<file path="src/rtl/axi_bram_log_drain_pkg.sv">
// Shared definitions for the AXI transaction-log BRAM: entry layout and drain FSM states.
// Used by both the write-side logger and the read-side drain.
package axi_bram_log_drain_pkg;

    localparam int unsigned LOG_ENTRY_BITW = 96;

    localparam int unsigned TS_OFFSET   = 0;
    localparam int unsigned ADDR_OFFSET = 32;
    localparam int unsigned LEN_OFFSET  = 64;
    localparam int unsigned ID_OFFSET   = 72;

    typedef enum logic {
        ST_IDLE,
        ST_READING
    } drain_state_e;

endpackage

</file>
<file path="src/rtl/log_entry_buf.sv">
// Two-entry synchronous FIFO holding decoded log entries; slot0 is always the head.
module log_entry_buf #(
    parameter int unsigned DATA_BITW = 80
) (
    input  logic                 clk,
    input  logic                 rst,
    input  logic                 flush,
    input  logic                 push,
    input  logic [DATA_BITW-1:0] push_data,
    input  logic                 pop,
    output logic [1:0]           count,
    output logic [DATA_BITW-1:0] head
);

    logic [DATA_BITW-1:0] slot0;
    logic [DATA_BITW-1:0] slot1;

    always_ff @(posedge clk or posedge rst) begin
        if (rst) begin
            slot0 <= '0;
            slot1 <= '0;
            count <= '0;
        end else if (flush) begin
            count <= '0;
        end else begin
            case (count)
                2'd0: begin
                    if (push) begin
                        slot0 <= push_data;
                        count <= 2'd1;
                    end
                end
                2'd1: begin
                    if (push && pop) begin
                        slot0 <= push_data;
                    end else if (push) begin
                        slot1 <= push_data;
                        count <= 2'd2;
                    end else if (pop) begin
                        count <= 2'd0;
                    end
                end
                default: begin
                    // Full: a push is only accepted together with a pop.
                    if (pop) begin
                        slot0 <= slot1;
                        if (push) begin
                            slot1 <= push_data;
                        end else begin
                            count <= 2'd1;
                        end
                    end
                end
            endcase
        end
    end

    assign head = slot0;

endmodule

</file>
<file path="src/rtl/axi_bram_log_drain.sv">
// Drains N entries from the transaction-log BRAM (entry 0 upward) and streams them
// decoded on a valid/ready interface, buffering at most two entries.
module axi_bram_log_drain
    import axi_bram_log_drain_pkg::*;
#(
    parameter int unsigned AXI_ID_BITW     = 8,
    parameter int unsigned TIMESTAMP_BITW  = 32,
    parameter int unsigned NUM_LOG_ENTRIES = 16384,
    parameter int unsigned AXI_ADDR_BITW   = 32,
    parameter int unsigned AXI_LEN_BITW    = 8,
    localparam int unsigned CNT_BITW       = $clog2(NUM_LOG_ENTRIES)
) (
    input  logic                      Clk_CI,
    input  logic                      Rst_RI,
    input  logic                      Start_SI,
    input  logic [CNT_BITW:0]         NumEntries_DI,
    input  logic                      Abort_SI,
    output logic                      Busy_SO,
    output logic                      Done_SO,
    output logic                      BramEn_SO,
    output logic [CNT_BITW-1:0]       BramAddr_DO,
    input  logic [LOG_ENTRY_BITW-1:0] BramRd_DI,
    output logic                      Valid_SO,
    input  logic                      Ready_SI,
    output logic                      Last_SO,
    output logic [TIMESTAMP_BITW-1:0] Timestamp_DO,
    output logic [AXI_ADDR_BITW-1:0]  AxiAddr_DO,
    output logic [AXI_LEN_BITW-1:0]   AxiLen_DO,
    output logic [AXI_ID_BITW-1:0]    AxiId_DO
);

    localparam int unsigned DATA_BITW = AXI_ID_BITW + AXI_LEN_BITW + AXI_ADDR_BITW + TIMESTAMP_BITW;
    localparam logic [CNT_BITW:0] MAX_ENTRIES = (CNT_BITW + 1)'(NUM_LOG_ENTRIES);
    localparam logic [CNT_BITW:0] ONE         = (CNT_BITW + 1)'(1);

    drain_state_e         state;
    logic [CNT_BITW:0]    total;
    logic [CNT_BITW:0]    rd_cnt;
    logic [CNT_BITW:0]    pop_cnt;
    logic                 inflight;
    logic                 done;

    logic [1:0]           occ;
    logic                 pop;
    logic                 issue;
    logic                 flush;
    logic                 last;
    logic [DATA_BITW-1:0] push_data;
    logic [DATA_BITW-1:0] head;
    logic                 unused_bram_bits;

    assign pop   = Valid_SO & Ready_SI;
    assign flush = Abort_SI && (state == ST_READING);
    assign last  = Valid_SO && (pop_cnt == (total - ONE));

    // A read may issue if the slot it will land in is free by the time it returns.
    assign issue = (state == ST_READING) && !Abort_SI && (rd_cnt < total) &&
                   (({1'b0, occ} + {2'b00, inflight}) < (3'd2 + {2'b00, pop}));

    assign push_data = {BramRd_DI[ID_OFFSET   +: AXI_ID_BITW],
                        BramRd_DI[LEN_OFFSET  +: AXI_LEN_BITW],
                        BramRd_DI[ADDR_OFFSET +: AXI_ADDR_BITW],
                        BramRd_DI[TS_OFFSET   +: TIMESTAMP_BITW]};
    assign unused_bram_bits = ^BramRd_DI;

    always_ff @(posedge Clk_CI or posedge Rst_RI) begin
        if (Rst_RI) begin
            state    <= ST_IDLE;
            total    <= '0;
            rd_cnt   <= '0;
            pop_cnt  <= '0;
            inflight <= 1'b0;
            done     <= 1'b0;
        end else begin
            done     <= 1'b0;
            inflight <= issue;
            if (issue) begin
                rd_cnt <= rd_cnt + ONE;
            end
            if (pop) begin
                pop_cnt <= pop_cnt + ONE;
            end
            case (state)
                ST_IDLE: begin
                    if (Start_SI) begin
                        if (NumEntries_DI == '0) begin
                            done <= 1'b1;
                        end else begin
                            total   <= (NumEntries_DI > MAX_ENTRIES) ? MAX_ENTRIES : NumEntries_DI;
                            rd_cnt  <= '0;
                            pop_cnt <= '0;
                            state   <= ST_READING;
                        end
                    end
                end
                default: begin
                    if (Abort_SI) begin
                        state <= ST_IDLE;
                    end else if (pop && last) begin
                        state <= ST_IDLE;
                        done  <= 1'b1;
                    end
                end
            endcase
        end
    end

    log_entry_buf #(
        .DATA_BITW(DATA_BITW)
    ) u_buf (
        .clk      (Clk_CI),
        .rst      (Rst_RI),
        .flush    (flush),
        .push     (inflight),
        .push_data(push_data),
        .pop      (pop),
        .count    (occ),
        .head     (head)
    );

    assign Busy_SO      = (state == ST_READING);
    assign Done_SO      = done;
    assign BramEn_SO    = issue;
    assign BramAddr_DO  = rd_cnt[CNT_BITW-1:0];
    assign Valid_SO     = (occ != 2'd0);
    assign Last_SO      = last;
    assign Timestamp_DO = head[0 +: TIMESTAMP_BITW];
    assign AxiAddr_DO   = head[TIMESTAMP_BITW +: AXI_ADDR_BITW];
    assign AxiLen_DO    = head[TIMESTAMP_BITW + AXI_ADDR_BITW +: AXI_LEN_BITW];
    assign AxiId_DO     = head[TIMESTAMP_BITW + AXI_ADDR_BITW + AXI_LEN_BITW +: AXI_ID_BITW];

endmodule

</file>
<file path="config.mk">
export PLATFORM = sky130hd
export DESIGN_NAME = axi_bram_log_drain
export DESIGN_NICKNAME = d
export VERILOG_FILES = /design/src/rtl/axi_bram_log_drain_pkg.sv /design/src/rtl/log_entry_buf.sv /design/src/rtl/axi_bram_log_drain.sv
export SDC_FILE = /design/constraint.sdc
export NUM_CORES = 1
export LEC_CHECK = 0
export ABC_CLOCK_PERIOD_IN_PS = 15300
export CAP_MARGIN = 20
export CORE_ASPECT_RATIO = 0.6
export CORE_MARGIN = 5
export CORE_UTILIZATION = 40
export DETAILED_ROUTE_END_ITERATION = 10
export PLACE_DENSITY = 0.65
export SYNTH_ARGS = -nofsm -noshare
export SYNTH_HDL_FRONTEND = slang
export SYNTH_SLANG_ARGS = --single-unit
</file>
<file path="constraint.sdc">
create_clock -name Clk_CI -period 15.3 [get_ports Clk_CI]
set_input_delay 1.53 -clock Clk_CI [delete_from_list [all_inputs] [get_ports Clk_CI]]
set_output_delay 1.53 -clock Clk_CI [all_outputs]
set_load 0.02 [all_outputs]
</file>
======== Yosys cells after proc, flatten, opt, wreduce, memory -nomap -nowiden ========
Cells that the tools add are included.
storage, ports and cells
  register bits after elaboration ......... 210
  logic and storage cells ................. 84
cells by class
  add/subtract/negate cells ............... 5
  order comparisons ....................... 3
  equal/unequal tests ..................... 9
  muxes and demuxes ....................... 35
  bitwise gates (word level) .............. 5
  reductions and logical operators ........ 18
operator list
  kind                                                                  number
  80-bit two-way mux                                                    6
  80-bit case mux with 2 select lines                                   2
  15-bit two-way mux                                                    9
  15-bit by 1-bit adder with 15-bit output, second input constant       2
  15-bit == test                                                        1
  15-bit > comparator, second input constant                            1
  15-bit zero test                                                      1
  15-bit < comparator                                                   1
  15-bit by 1-bit subtractor with 15-bit output, second input constant  1
  2-bit two-way mux                                                     7
  1-bit two-way mux                                                     10
  4-bit AND reduction                                                   2
  1-bit logical AND                                                     7
  3-bit != test, second input constant                                  2
  5-bit AND reduction                                                   1
  2-bit != test, second input constant                                  2
  4-bit by 1-bit != test with 1-bit output, second input constant       1
  4-bit != test, second input constant                                  1
  1-bit inverter                                                        4
  2-bit case mux with 2 select lines                                    1
  2-bit nonzero test                                                    2
  4-bit nonzero test                                                    1
  2-bit by 1-bit adder with 3-bit output                                1
  2-bit by 1-bit adder with 3-bit output, first input constant          1
  8 further kinds                                                       8

======== Longest topological paths before layout ========
Gate-level depths: netlist of run 1.
  depth after elaboration ................. 9
  depth in mapped cells ................... 12
  mapped depth without buffers ............ 10

======== Hierarchy ========
Synthesis of run 1 repeated with hierarchy kept, for this count alone.
second synthesis, totals
  cells, all modules ...................... 1079
  area total of the unflattened synthesis .. 11134.4 µm²
modules (own cells, without submodules)
  module              times used  cells each  area each (µm²)  seq. area each (µm²)
  log_entry_buf       1           705         7807.5           4053.9
  axi_bram_log_drain  1           374         3326.9           1201.2

======== Least setup slack after synthesis of run 1 ========
No wires, ideal clock.
  kind .................................... input to output
  from .................................... input Abort_SI
  to ...................................... output BramEn_SO
  arrival time ............................ 2.654 ns
  required time ........................... 13.770 ns
  path slack .............................. 11.116 ns
  stages .................................. 7
  path buffers ............................ 1
  path through ............................ nand2b_1 nor3_1 o211a_1 o31a_1 nand2_1 clkbuf_1 inv_1
on the way
  word-level cells in the longest chain between the ends .. 4
ends and longest elaborated chain
  what                            RTL line                  text
  start: declaration              axi_bram_log_drain.sv:17  input logic Abort_SI,
  1-bit zero test                 axi_bram_log_drain.sv:57  assign issue = (state == ST_READING) && !Abort_SI && (rd_cnt < total) &&
  1-bit logical AND (3 in a row)  axi_bram_log_drain.sv:57
  end: declaration                axi_bram_log_drain.sv:20  output logic BramEn_SO,
Every way passes these cells.

======== Final worst setup path of run 1 ========
  from .................................... input Ready_SI
  to ...................................... output BramEn_SO
on the way
  word-level cells in the longest chain between the ends .. 4
ends and longest elaborated chain
  what                                    RTL line                  text
  start: declaration                      axi_bram_log_drain.sv:24  input logic Ready_SI,
  1-bit bitwise AND                       axi_bram_log_drain.sv:52  assign pop = Valid_SO & Ready_SI;
  2-bit by 1-bit adder with 3-bit output  axi_bram_log_drain.sv:58  (({1'b0, occ} + {2'b00, inflight}) < (3'd2 + {2'b00, pop}));
  3-bit < comparator                      axi_bram_log_drain.sv:58
  1-bit logical AND                       axi_bram_log_drain.sv:57
Every way passes these cells.

==> results.py, run 1 <==
metrics = {
    "status": {
        "status": "complete, no violations",
    },
    "critical_path": {
        "timing.rr.start": "u_buf.count[1]",
        "r2r_slack_ns": 12.10,
        "cpPeakStageDelay_ns": 0.66,
        "critical_path_class": "in -> out",
        "endpoint_kind": "primary output",
        "crit_path_max_fanout": 13,
        "worstSetupStartpointType": "input pin",
        "r2r_end": "rd_cnt[13]",
        "worstPathRequired_ns": 13.77,
        "cp_cell_sequence": "clkdlybuf4s50_1 -> o21ai_0 -> o21ai_0 -> o211a_1 -> o31a_1 -> nand2_1 -> inv_1 -> clkdlybuf4s50_1",
        "critical-path-slowest-cell": "clkdlybuf4s50_1",
        "reg2reg_depth": 7,
        "crit_arrival_ns": 4.36,
    },
    "sta": {
        "fmax_ghz": 0.170,
        "setup_viol": 0,
        "timing.slew.headroom_pct": 39.3,
        "layout_min_cycle_time_ns": 5.89,
        "worstMarginPinSlew_ns": 0.910,
        "finalHoldViolations": 0,
        "totalNegativeSetupSlack_ns": 0,
        "drv_slew": 0,
        "finClkSkew_ns": 0.0147,
        "finalCritPeriodShare_pct": 38.5,
        "rsz0062_at_grt": "false",
        "setup_slack_ns": 9.41,
    },
    "global_route": {
        "grt_overflow_total": 0,
        "grt_antenna_before_repair": 4,
        "grt_pass1_vias": 6977,
        "grt_first_pass_wirelength_mm": 39.8,
        "grt_max_degree": 92,
        "grt_use_total_pct": 17.4,
    },
    "drt": {
        "drc": 0,
        "routed.top_layer": "met5",
        "wl_met3_mm": 2.28,
        "vias": 7237,
        "dr.pass1.iters": 5,
        "wl_per_cell_um": 17.7,
        "wl_met2_mm": 9.90,
        "drtAntennaViolNets": 0,
        "vias_per_cell": 5.15,
        "finalWirelength_mm": 24.8,
        "m1WireLength_mm": 12.3,
        "drtIter0Drc": 497,
    },
    "placement": {
        "hpwl_mm": 17.3,
        "place_congestion": 0.845,
        "io_buffers": 198,
        "placed_area_um2": 12100,
        "place_ws_ns": 9.48,
        "post-place-cells": 1365,
    },
    "synth": {
        "syn_nets": 1035,
        "avgSynthCellArea_um2": 11.0,
        "synth_cell_types": 50,
        "syn_inst": 900,
        "synth_edf_count": 0,
        "yosys_warnings": 0,
        "syn_area_um2": 9930,
        "synthSimpleGateAreaFrac_pct": 11.4,
        "synth_mux_area_share_pct": 17.6,
        "synth_top_family_by_area": "multiplexers",
        "synth-seq-cells": 210,
        "synth-compound-area-share_pct": 9.12,
        "synth_xor_area_share_pct": 2.91,
        "synthArstFlopShare_pct": 100,
        "synthAdderAreaFrac_pct": 2.39,
        "synth_ff_type": "dfrtp_1",
        "synth-seq-area-share_pct": 52.9,
    },
    "worst_hold_path": {
        "whs_endpoint": "u_buf.head[3]",
        "worstHoldStart": "u_buf.head[3]",
        "min_path_cells": 2,
        "hold_class": "reg -> reg",
    },
    "floorplan": {
        "coreArea_um2": 24300,
        "die_area_um2": 28200,
        "ios": 215,
        "die_w_um": 213,
        "rows": 44,
        "floorplan.initialDensity_pct": 40.8,
        "die_h_um": 132,
    },
    "power": {
        "leakagePower_uw": 0.00544,
        "peakVddDrop_v": 0.0000969,
        "powerDensity_nw_per_um2": 169,
    },
    "flow_run": {
        "drv_cap": 0,
    },
    "clock_network": {
        "cts_buffers": 22,
        "root_buffer": "clkbuf_16",
        "clock-sinks": 210,
        "cts.clk_slew.worst_paths_ns": 0.06,
        "post_cts_buffers": 0,
        "cts_hold_buf": 0,
        "cts_resized": 0,
        "cts_tree": "built",
        "cts_max_level": 1,
        "cts_buffer_depth": 3,
        "clock_latency_ns": 0.50,
    },
    "layout": {
        "syn_to_final_growth_pct": 29.6,
        "fin_cells": 1404,
        "drive_gt1_share_pct": 12.5,
        "layout_commonest_cell": "dfrtp_1",
        "final_cell_mix": "209 x dfrtp_1, 198 x clkdlybuf4s50_1, 110 x nand2_1",
        "utilization_pct": 52.9,
        "stdcell_area_um2": 12900,
        "nFillCells": 2211,
        "nNetsFinal": 1203,
    },
}
[sequential cells by signal, indices dropped and copies added, names as in the netlist]
register     count
u_buf.head      80
u_buf.slot1     80
pop_cnt         15
rd_cnt          15
total           15
u_buf.count      2
Busy_SO          1
Done_SO          1
inflight         1
[where the power goes]
group	total, uW	internal, uW	switching, uW
Sequential	900	768	132
Combinational	728	364	364
Clock	548	328	220
[through the flow]
| stage | hold WS [ns] | total power (uW) |
|---|---|---|
| 2_1_floorplan | 0.452 | 1300 |
| 3_3_place_gp | 0.460 | 1620 |
| 3_5_place_dp | 0.469 | 1640 |
| 4_1_cts | 0.484 | 2200 |
| 5_1_grt | 0.493 | 2310 |
| 6_report | 0.476 | 2180 |
[per-layer routing]
metal,global-route usage [%],vias to the layer above
met4,2.97,6
met2,22.8,191
li1,-,3497
met5,0,-
met1,27.3,3511
met3,6.73,32
[how the worst max path moves through the flow]
stage / to / slack (ns) / depth (start not counted) / start
2_1_floorplan: Busy_SO / 8.03 / 1 / Rst_RI
3_3_place_gp: BramEn_SO / 9.55 / 8 / Ready_SI
3_5_place_dp: BramEn_SO / 9.48 / 8 / Ready_SI
4_1_cts: BramEn_SO / 9.45 / 8 / Ready_SI
5_1_grt: BramEn_SO / 9.24 / 8 / Ready_SI
6_report: BramEn_SO / 9.41 / 8 / Ready_SI
[Yosys cell counts (3+ instances only)]
master	n	area share, %
xnor2_1	15	1.3
nor3_1	5	0.25
nand4_1	15	0.95
and2_1	3	0.19
nor2b_1	5	0.32
or4_1	5	0.38
nand3_1	17	0.86
mux2_2	81	9.2
nand2b_1	5	0.32
mux2i_1	83	8.4
or3_1	9	0.57
a21oi_1	20	1.0
ha_1	19	2.4
o211ai_1	4	0.30
o31ai_1	3	0.23
nor2_1	26	0.98
and3_1	10	0.63
nand2_1	110	4.2
clkbuf_1	41	1.6
nor4_1	6	0.38
inv_1	22	0.83
buf_1	6	0.23
buf_4	14	1.1
a21o_1	5	0.38
dfrtp_1	210	53
xor2_1	18	1.6
o21ai_0	108	5.4
nand3b_1	7	0.53
[kinds of logic (layout without fill, tap and decap cells)]
kind of cell | after synthesis | in the layout
simple gates | 231 | 231
flops | 210 | 210
mux | 164 | 164
compound gates | 159 | 159
buf+inv | 84 | 265
xor+xnor | 33 | 33
fa+ha+maj | 19 | 19
other cells | 0 | 1
[worst max-delay path, delay by kind of cell]
| kind | cells | cell delay (ns) |
|---|---|---|
| buf+inv | 3 | 1.61 |
| compound gates | 4 | 0.91 |
| simple gates | 1 | 0.31 |
[area by class of cell]
cell class                      instances  area [um^2]  area share [%]
Timing Repair Buffer                  206         2050            15.9
Antenna cell                            1         2.50          0.0194
Clock inverter                          6         86.3           0.671
Sequential cell                       210         5260            40.9
Clock buffer                           31          646            5.02
Inverter                               22         90.1           0.700
Multi-Input combinational cell        606         4340            33.7
Tap cell                              322          403            3.13
Note: power is estimated with default switching activity, not from simulation.
==> inputs of run 2 (changes only) <==
--- a/config.mk
+++ b/config.mk
@@ -5,7 +5,7 @@
 export SDC_FILE = /design/constraint.sdc
 export NUM_CORES = 1
 export LEC_CHECK = 0
-export ABC_CLOCK_PERIOD_IN_PS = 15300
+export ABC_CLOCK_PERIOD_IN_PS = 5700
 export CAP_MARGIN = 20
 export CORE_ASPECT_RATIO = 0.6
 export CORE_MARGIN = 5
==> constraint.sdc (replaced) <==
create_clock -name Clk_CI -period 5.7 [get_ports Clk_CI]
set_input_delay 0.57 -clock Clk_CI [delete_from_list [all_inputs] [get_ports Clk_CI]]
set_output_delay 0.57 -clock Clk_CI [all_outputs]
set_load 0.02 [all_outputs]
==> run 2 against run 1 <==
  * Sequential share of layout area hardly changed
  * Setup slack worse by 8.0 ns
  * Highest routed layer unchanged
  * Register-to-register slack worse by 9.4 ns
  * Largest power group unchanged
  * Combinational power grew to 2.7 times the previous value
  * Die area stayed put
  * Clock-buffer cell count is 1 lower
  * Cell area hardly changed
  * Largest cell class unchanged
  * Core utilization hardly changed
  * Clock power grew to 2.6 times the previous value
  * Critical path depth stayed put
  * Global-route usage is 0.18 points higher
==> results.py, run 2 (synthesized netlist as in run 1, its figures left out) <==
metrics = {
    "status": {
        "status": "complete, no violations",
    },
    "power": {
        "p_clk_share_pct": 24.6,
        "combPwrFrac_pct": 33.9,
        "swShare_pct": 33.1,
        "peakVddDrop_v": 0.000268,
        "pwr-share-seq_pct": 41.5,
        "p_int_uw": 3880,
        "switching_power_uw": 1920,
        "powerDensity_nw_per_um2": 451,
        "leakagePower_uw": 0.00543,
    },
    "global_route": {
        "grt_busiest_layer": "met1",
        "grt_antenna_before_repair": 1,
        "grt_use_total_pct": 17.6,
        "grt_first_pass_wirelength_mm": 40.3,
        "use_met1_pct": 27.7,
        "grt_use_met2_pct": 23.6,
        "use_met3_pct": 6.18,
        "grt_pass1_vias": 7116,
        "grt_overflow_total": 0,
        "grt_max_degree": 136,
    },
    "critical_path": {
        "critical-path-slowest-cell": "clkdlybuf4s50_1",
        "r2r_end": "rd_cnt[13]",
        "timing.rr.start": "u_buf.count[1]",
        "r2r_slack_ns": 2.72,
        "worstPathRequired_ns": 5.13,
        "worstSetupStartpointType": "flip-flop",
        "crit_path_max_fanout": 8,
        "path_buf_inv": 2,
        "reg2reg_depth": 7,
        "endpoint_kind": "primary output",
        "cp_cell_sequence": "inv_1 -> ha_1 -> nor4b_4 -> nand2_1 -> or3_1 -> a221o_1 -> a2111oi_4 -> clkdlybuf4s50_1",
        "cpPeakStageDelay_ns": 0.68,
        "crit_arrival_ns": 3.68,
        "cpLargestDelayFamily": "simple AND/OR/NAND/NOR gates",
        "critical_path_class": "reg -> out",
    },
    "floorplan": {
        "die_w_um": 213,
        "ios": 215,
        "rows": 44,
        "die_area_um2": 28200,
        "die_h_um": 132,
        "coreArea_um2": 24300,
        "floorplan.initialDensity_pct": 40.8,
    },
    "layout": {
        "final_cell_mix": "209 x dfrtp_1, 198 x clkdlybuf4s50_1, 110 x nand2_1",
        "multi_input_area_um2": 4340,
        "nNetsFinal": 1203,
        "diodes": 0,
        "nFillCells": 2181,
        "layout_commonest_cell": "dfrtp_1",
        "regArea_um2": 5260,
        "syn_to_final_growth_pct": 29.6,
        "drive_gt1_share_pct": 12.5,
    },
    "clock_network": {
        "cts_resized": 0,
        "root_buffer": "clkbuf_16",
        "cts_hold_buf": 0,
        "post_cts_buffers": 0,
        "cts_max_level": 1,
        "cts.clk_slew.worst_paths_ns": 0.06,
        "clock_latency_ns": 0.51,
        "cts_buffer_depth": 3,
        "cts_buffers": 22,
        "cts_tree": "built",
        "clock-sinks": 210,
    },
    "sta": {
        "rsz0062_at_grt": "false",
        "timing.slew.headroom_pct": 35.2,
        "totalNegativeSetupSlack_ns": 0,
        "drv_slew": 0,
        "worstMarginPinSlew_ns": 0.972,
        "fmax_ghz": 0.235,
        "finalHoldViolations": 0,
        "finClkSkew_ns": 0.0163,
        "setup_viol": 0,
        "finalCritPeriodShare_pct": 74.5,
        "setup_slack_ns": 1.45,
        "layout_min_cycle_time_ns": 4.25,
    },
    "drt": {
        "wl_per_cell_um": 17.7,
        "vias": 7196,
        "drc": 0,
        "dr.pass1.iters": 5,
        "drtIter0Drc": 432,
        "finalWirelength_mm": 24.8,
        "drtAntennaViolNets": 0,
        "vias_per_cell": 5.13,
    },
    "placement": {
        "io_buffers": 198,
        "place_ws_ns": 1.83,
        "place_congestion": 0.862,
        "hpwl_mm": 17.4,
    },
    "worst_hold_path": {
        "hold_class": "in -> async",
    },
    "flow_run": {
        "drv_cap": 0,
    },
}
## run 2: metal layers
layer  vias to the layer above  share of wire, %
li1                       3497                 -
met1                      3479                50
met2                       191                40
met3                        27               8.7
met4                         2               1.4
met5                         -             0.028
## run 2: layout make-up
| type | instances | share of cell area, % |
|---|---|---|
| Clock buffer | 30 | 4.75 |
| Clock inverter | 8 | 0.817 |
| Inverter | 22 | 0.671 |
| Multi-Input combinational cell | 606 | 33.7 |
| Sequential cell | 210 | 40.9 |
| Tap cell | 322 | 3.13 |
| Timing Repair Buffer | 206 | 16.0 |
## run 2: power groups by stage
stage | logic, uW | registers, uW | clock network, uW
after detailed placement | 1990 | 2430 | 0
after global placement | 1950 | 2410 | 0
after floorplan | 813 | 2670 | 0
after CTS | 1990 | 2410 | 1480
after global routing | 2150 | 2480 | 1560
final | 1970 | 2410 | 1430
## run 2: worst max path at each step
| stage | depth (start not counted) | startpoint | end | slack, ns |
|---|---|---|---|---|
| 2_1_floorplan | 1 | Rst_RI | Busy_SO | 2.40 |
| 3_3_place_gp | 8 | Ready_SI | BramEn_SO | 1.88 |
| 3_5_place_dp | 8 | Ready_SI | BramEn_SO | 1.83 |
| 4_1_cts | 8 | total[0] | Last_SO | 1.41 |
| 5_1_grt | 8 | total[1] | Last_SO | 1.25 |
| 6_report | 8 | total[0] | Last_SO | 1.45 |
## run 2: metrics by stage
step | cell area (um^2) | instances | hold slack (ns) | total power, uW | util, %
after global placement | 12100 | 1365 | 0.460 | 4360 | 49.9
final | 12900 | 1404 | 0.390 | 5800 | 52.9
after detailed placement | 12100 | 1366 | 0.469 | 4420 | 49.9
after floorplan | 9930 | 900 | 0.452 | 3490 | -
after CTS | 12900 | 1404 | 0.366 | 5890 | 52.9
after global routing | 12900 | 1404 | 0.381 | 6180 | 52.9
==> inputs of run 3 (changes only) <==
--- a/config.mk
+++ b/config.mk
@@ -5,13 +5,13 @@
 export SDC_FILE = /design/constraint.sdc
 export NUM_CORES = 1
 export LEC_CHECK = 0
-export ABC_CLOCK_PERIOD_IN_PS = 5700
+export ABC_CLOCK_PERIOD_IN_PS = 3650
 export CAP_MARGIN = 20
 export CORE_ASPECT_RATIO = 0.6
 export CORE_MARGIN = 5
 export CORE_UTILIZATION = 40
 export DETAILED_ROUTE_END_ITERATION = 10
-export PLACE_DENSITY = 0.65
+export PLACE_DENSITY = 0.68
 export SYNTH_ARGS = -nofsm -noshare
 export SYNTH_HDL_FRONTEND = slang
 export SYNTH_SLANG_ARGS = --single-unit
==> constraint.sdc (replaced) <==
create_clock -name Clk_CI -period 3.65 [get_ports Clk_CI]
set_input_delay 0.365 -clock Clk_CI [delete_from_list [all_inputs] [get_ports Clk_CI]]
set_output_delay 0.365 -clock Clk_CI [all_outputs]
set_load 0.02 [all_outputs]
==> run 3 against run 2 <==
  * Routed wire length increased by 1.1%
  * Highest routed layer unchanged
  * Critical endpoint is now BramEn_SO
  * Register-to-register slack got worse by 1.9 ns
  * Via count increased by 1.2%
==> results.py, run 3 (synthesized netlist as in run 1, its figures left out) <==
metrics = {
    "status": {
        "status": "complete, no violations",
    },
    "placement": {
        "post-place-cells": 1372,
        "hpwl_mm": 17.5,
        "place_ws_ns": 0.211,
        "place_congestion": 0.873,
        "placed_area_um2": 12200,
        "io_buffers": 198,
    },
    "sta": {
        "drv_slew": 0,
        "timing.hold.ws_ns": 0.308,
        "setup_slack_ns": 0.133,
        "fmax_ghz": 0.284,
        "setup_viol": 0,
        "timing.slew.headroom_pct": 41.4,
        "totalNegativeSetupSlack_ns": 0,
        "layout_min_cycle_time_ns": 3.52,
        "finalHoldViolations": 0,
        "finClkSkew_ns": 0.0115,
        "finalCritPeriodShare_pct": 96.4,
        "worstMarginPinSlew_ns": 0.879,
    },
    "critical_path": {
        "cpPeakStageDelay_ns": 0.64,
        "crit_arrival_ns": 3.15,
        "r2r_end": "Busy_SO",
        "worstSetupStartpointType": "flip-flop",
        "cp_cell_sequence": "inv_1 -> ha_1 -> a21oi_1 -> o21ai_0 -> a21oi_1 -> o31a_1 -> nand2_1 -> inv_1 -> clkdlybuf4s50_1",
        "r2r_slack_ns": 0.82,
        "critical_path_class": "reg -> out",
        "critical-path-slowest-cell": "clkdlybuf4s50_1",
        "path_buf_inv": 3,
        "crit_path_max_fanout": 8,
        "worstPathRequired_ns": 3.28,
        "cpLargestDelayFamily": "buffers and inverters",
        "reg2reg_depth": 9,
        "endpoint_kind": "primary output",
        "timing.rr.start": "total[0]",
    },
    "layout": {
        "final_cell_mix": "208 x dfrtp_1, 197 x clkdlybuf4s50_1, 110 x nand2_1",
        "stdcell_area_um2": 12900,
        "nFillCells": 2160,
        "drive_gt1_share_pct": 13.0,
        "syn_to_final_growth_pct": 30.0,
        "nNetsFinal": 1211,
        "fin_cells": 1407,
        "diodes": 0,
        "layout_commonest_cell": "dfrtp_1",
    },
    "clock_network": {
        "root_buffer": "clkbuf_16",
        "cts_buffers": 22,
        "clock_latency_ns": 0.50,
        "cts_buffer_depth": 3,
        "cts_tree": "built",
        "cts.clk_slew.worst_paths_ns": 0.06,
        "clock-sinks": 210,
        "cts_max_level": 1,
        "cts_hold_buf": 0,
    },
    "floorplan": {
        "ios": 215,
        "die_w_um": 213,
        "rows": 44,
        "floorplan.initialDensity_pct": 40.8,
        "die_area_um2": 28200,
        "coreArea_um2": 24300,
        "die_h_um": 132,
    },
    "drt": {
        "dr.pass1.iters": 4,
        "drc": 0,
        "vias": 7285,
        "finalWirelength_mm": 25.1,
        "vias_per_cell": 5.18,
        "drtIter0Drc": 634,
        "drtAntennaViolNets": 0,
        "wl_per_cell_um": 17.9,
    },
    "worst_hold_path": {
        "hold_class": "in -> async",
    },
    "power": {
        "pwr-share-seq_pct": 41.7,
        "powerDensity_nw_per_um2": 696,
        "leakagePower_uw": 0.00545,
        "combPwrFrac_pct": 34.7,
        "switching_power_uw": 2980,
        "peakVddDrop_v": 0.000405,
        "p_clk_share_pct": 23.5,
        "p_int_uw": 5990,
        "swShare_pct": 33.2,
    },
    "global_route": {
        "grt_antenna_before_repair": 2,
        "grt_first_pass_wirelength_mm": 40.9,
        "grt_max_degree": 161,
        "grt_pass1_vias": 7250,
        "grt_use_total_pct": 17.8,
        "grt_overflow_total": 0,
    },
    "flow_run": {
        "drv_cap": 0,
    },
}
==> run 3: changes by cell type in the layout (fill, tap and decap cells not counted), sizes merged <==
cell | previous run | this run
buf | 8 | 17
clkinv | 6 | 1
bufinv | 2 | 0
clkbuf | 30 | 32
clkdlybuf4s50 | 198 | 197
==> run 3: layer usage <==
layer	global-route usage, %	wire length, um	up-vias
li1	-	-	3509
met4	2.61	295	2
met1	27.0	12200	3570
met5	0	20	-
met2	25.0	10500	180
met3	6.18	2110	24
==> run 3: how the worst max path moves through the flow <==
stage              from        end  slack (ns)  cells past startpoint
2_1_floorplan    Rst_RI    Busy_SO        0.56                      1
3_3_place_gp   total[0]    Last_SO        0.25                      8
3_5_place_dp   total[0]    Last_SO        0.21                      8
4_1_cts        total[0]    Last_SO        0.01                      8
5_1_grt        total[0]    Last_SO       -0.02                      8
6_report       total[2]  BramEn_SO        0.13                      9
==> run 3: layout make-up <==
cell class                 instances  area [um^2]  share of cell area [%]
inverter                          22         86.3                   0.669
clock inverter                     1         8.76                  0.0679
tap                              322          403                    3.12
sequential                       210         5260                    40.8
timing repair buffer             214         2160                    16.7
multi-input combinational        606         4340                    33.6
clock buffer                      32          649                    5.03
==> run 3: power by group through the flow <==
stage / Clock [uW] / Combinational [uW] / Sequential, uW
6_report: 2110 / 3120 / 3750
4_1_cts: 2190 / 3150 / 3750
2_1_floorplan: 0 / 1270 / 4180
5_1_grt: 2270 / 3400 / 3870
3_5_place_dp: 0 / 3140 / 3780
3_3_place_gp: 0 / 3080 / 3740
==> run 3: repair_timing <==
| action | CTS | global route |
|---|---|---|
| pin swaps | 0 | 0 |
| gates resized for setup | 3 | 4 |
| setup buffers | 0 | 1 |
| endpoints found under the setup margin | 1 | 2 |
==> run 3: per-stage QoR <==
stage          power [uW]  utilization [%]
2_1_floorplan        5450                -
3_3_place_gp         6820             50.2
3_5_place_dp         6910             50.2
4_1_cts              9080             52.9
5_1_grt              9540             53.0
6_report             8970             53.0
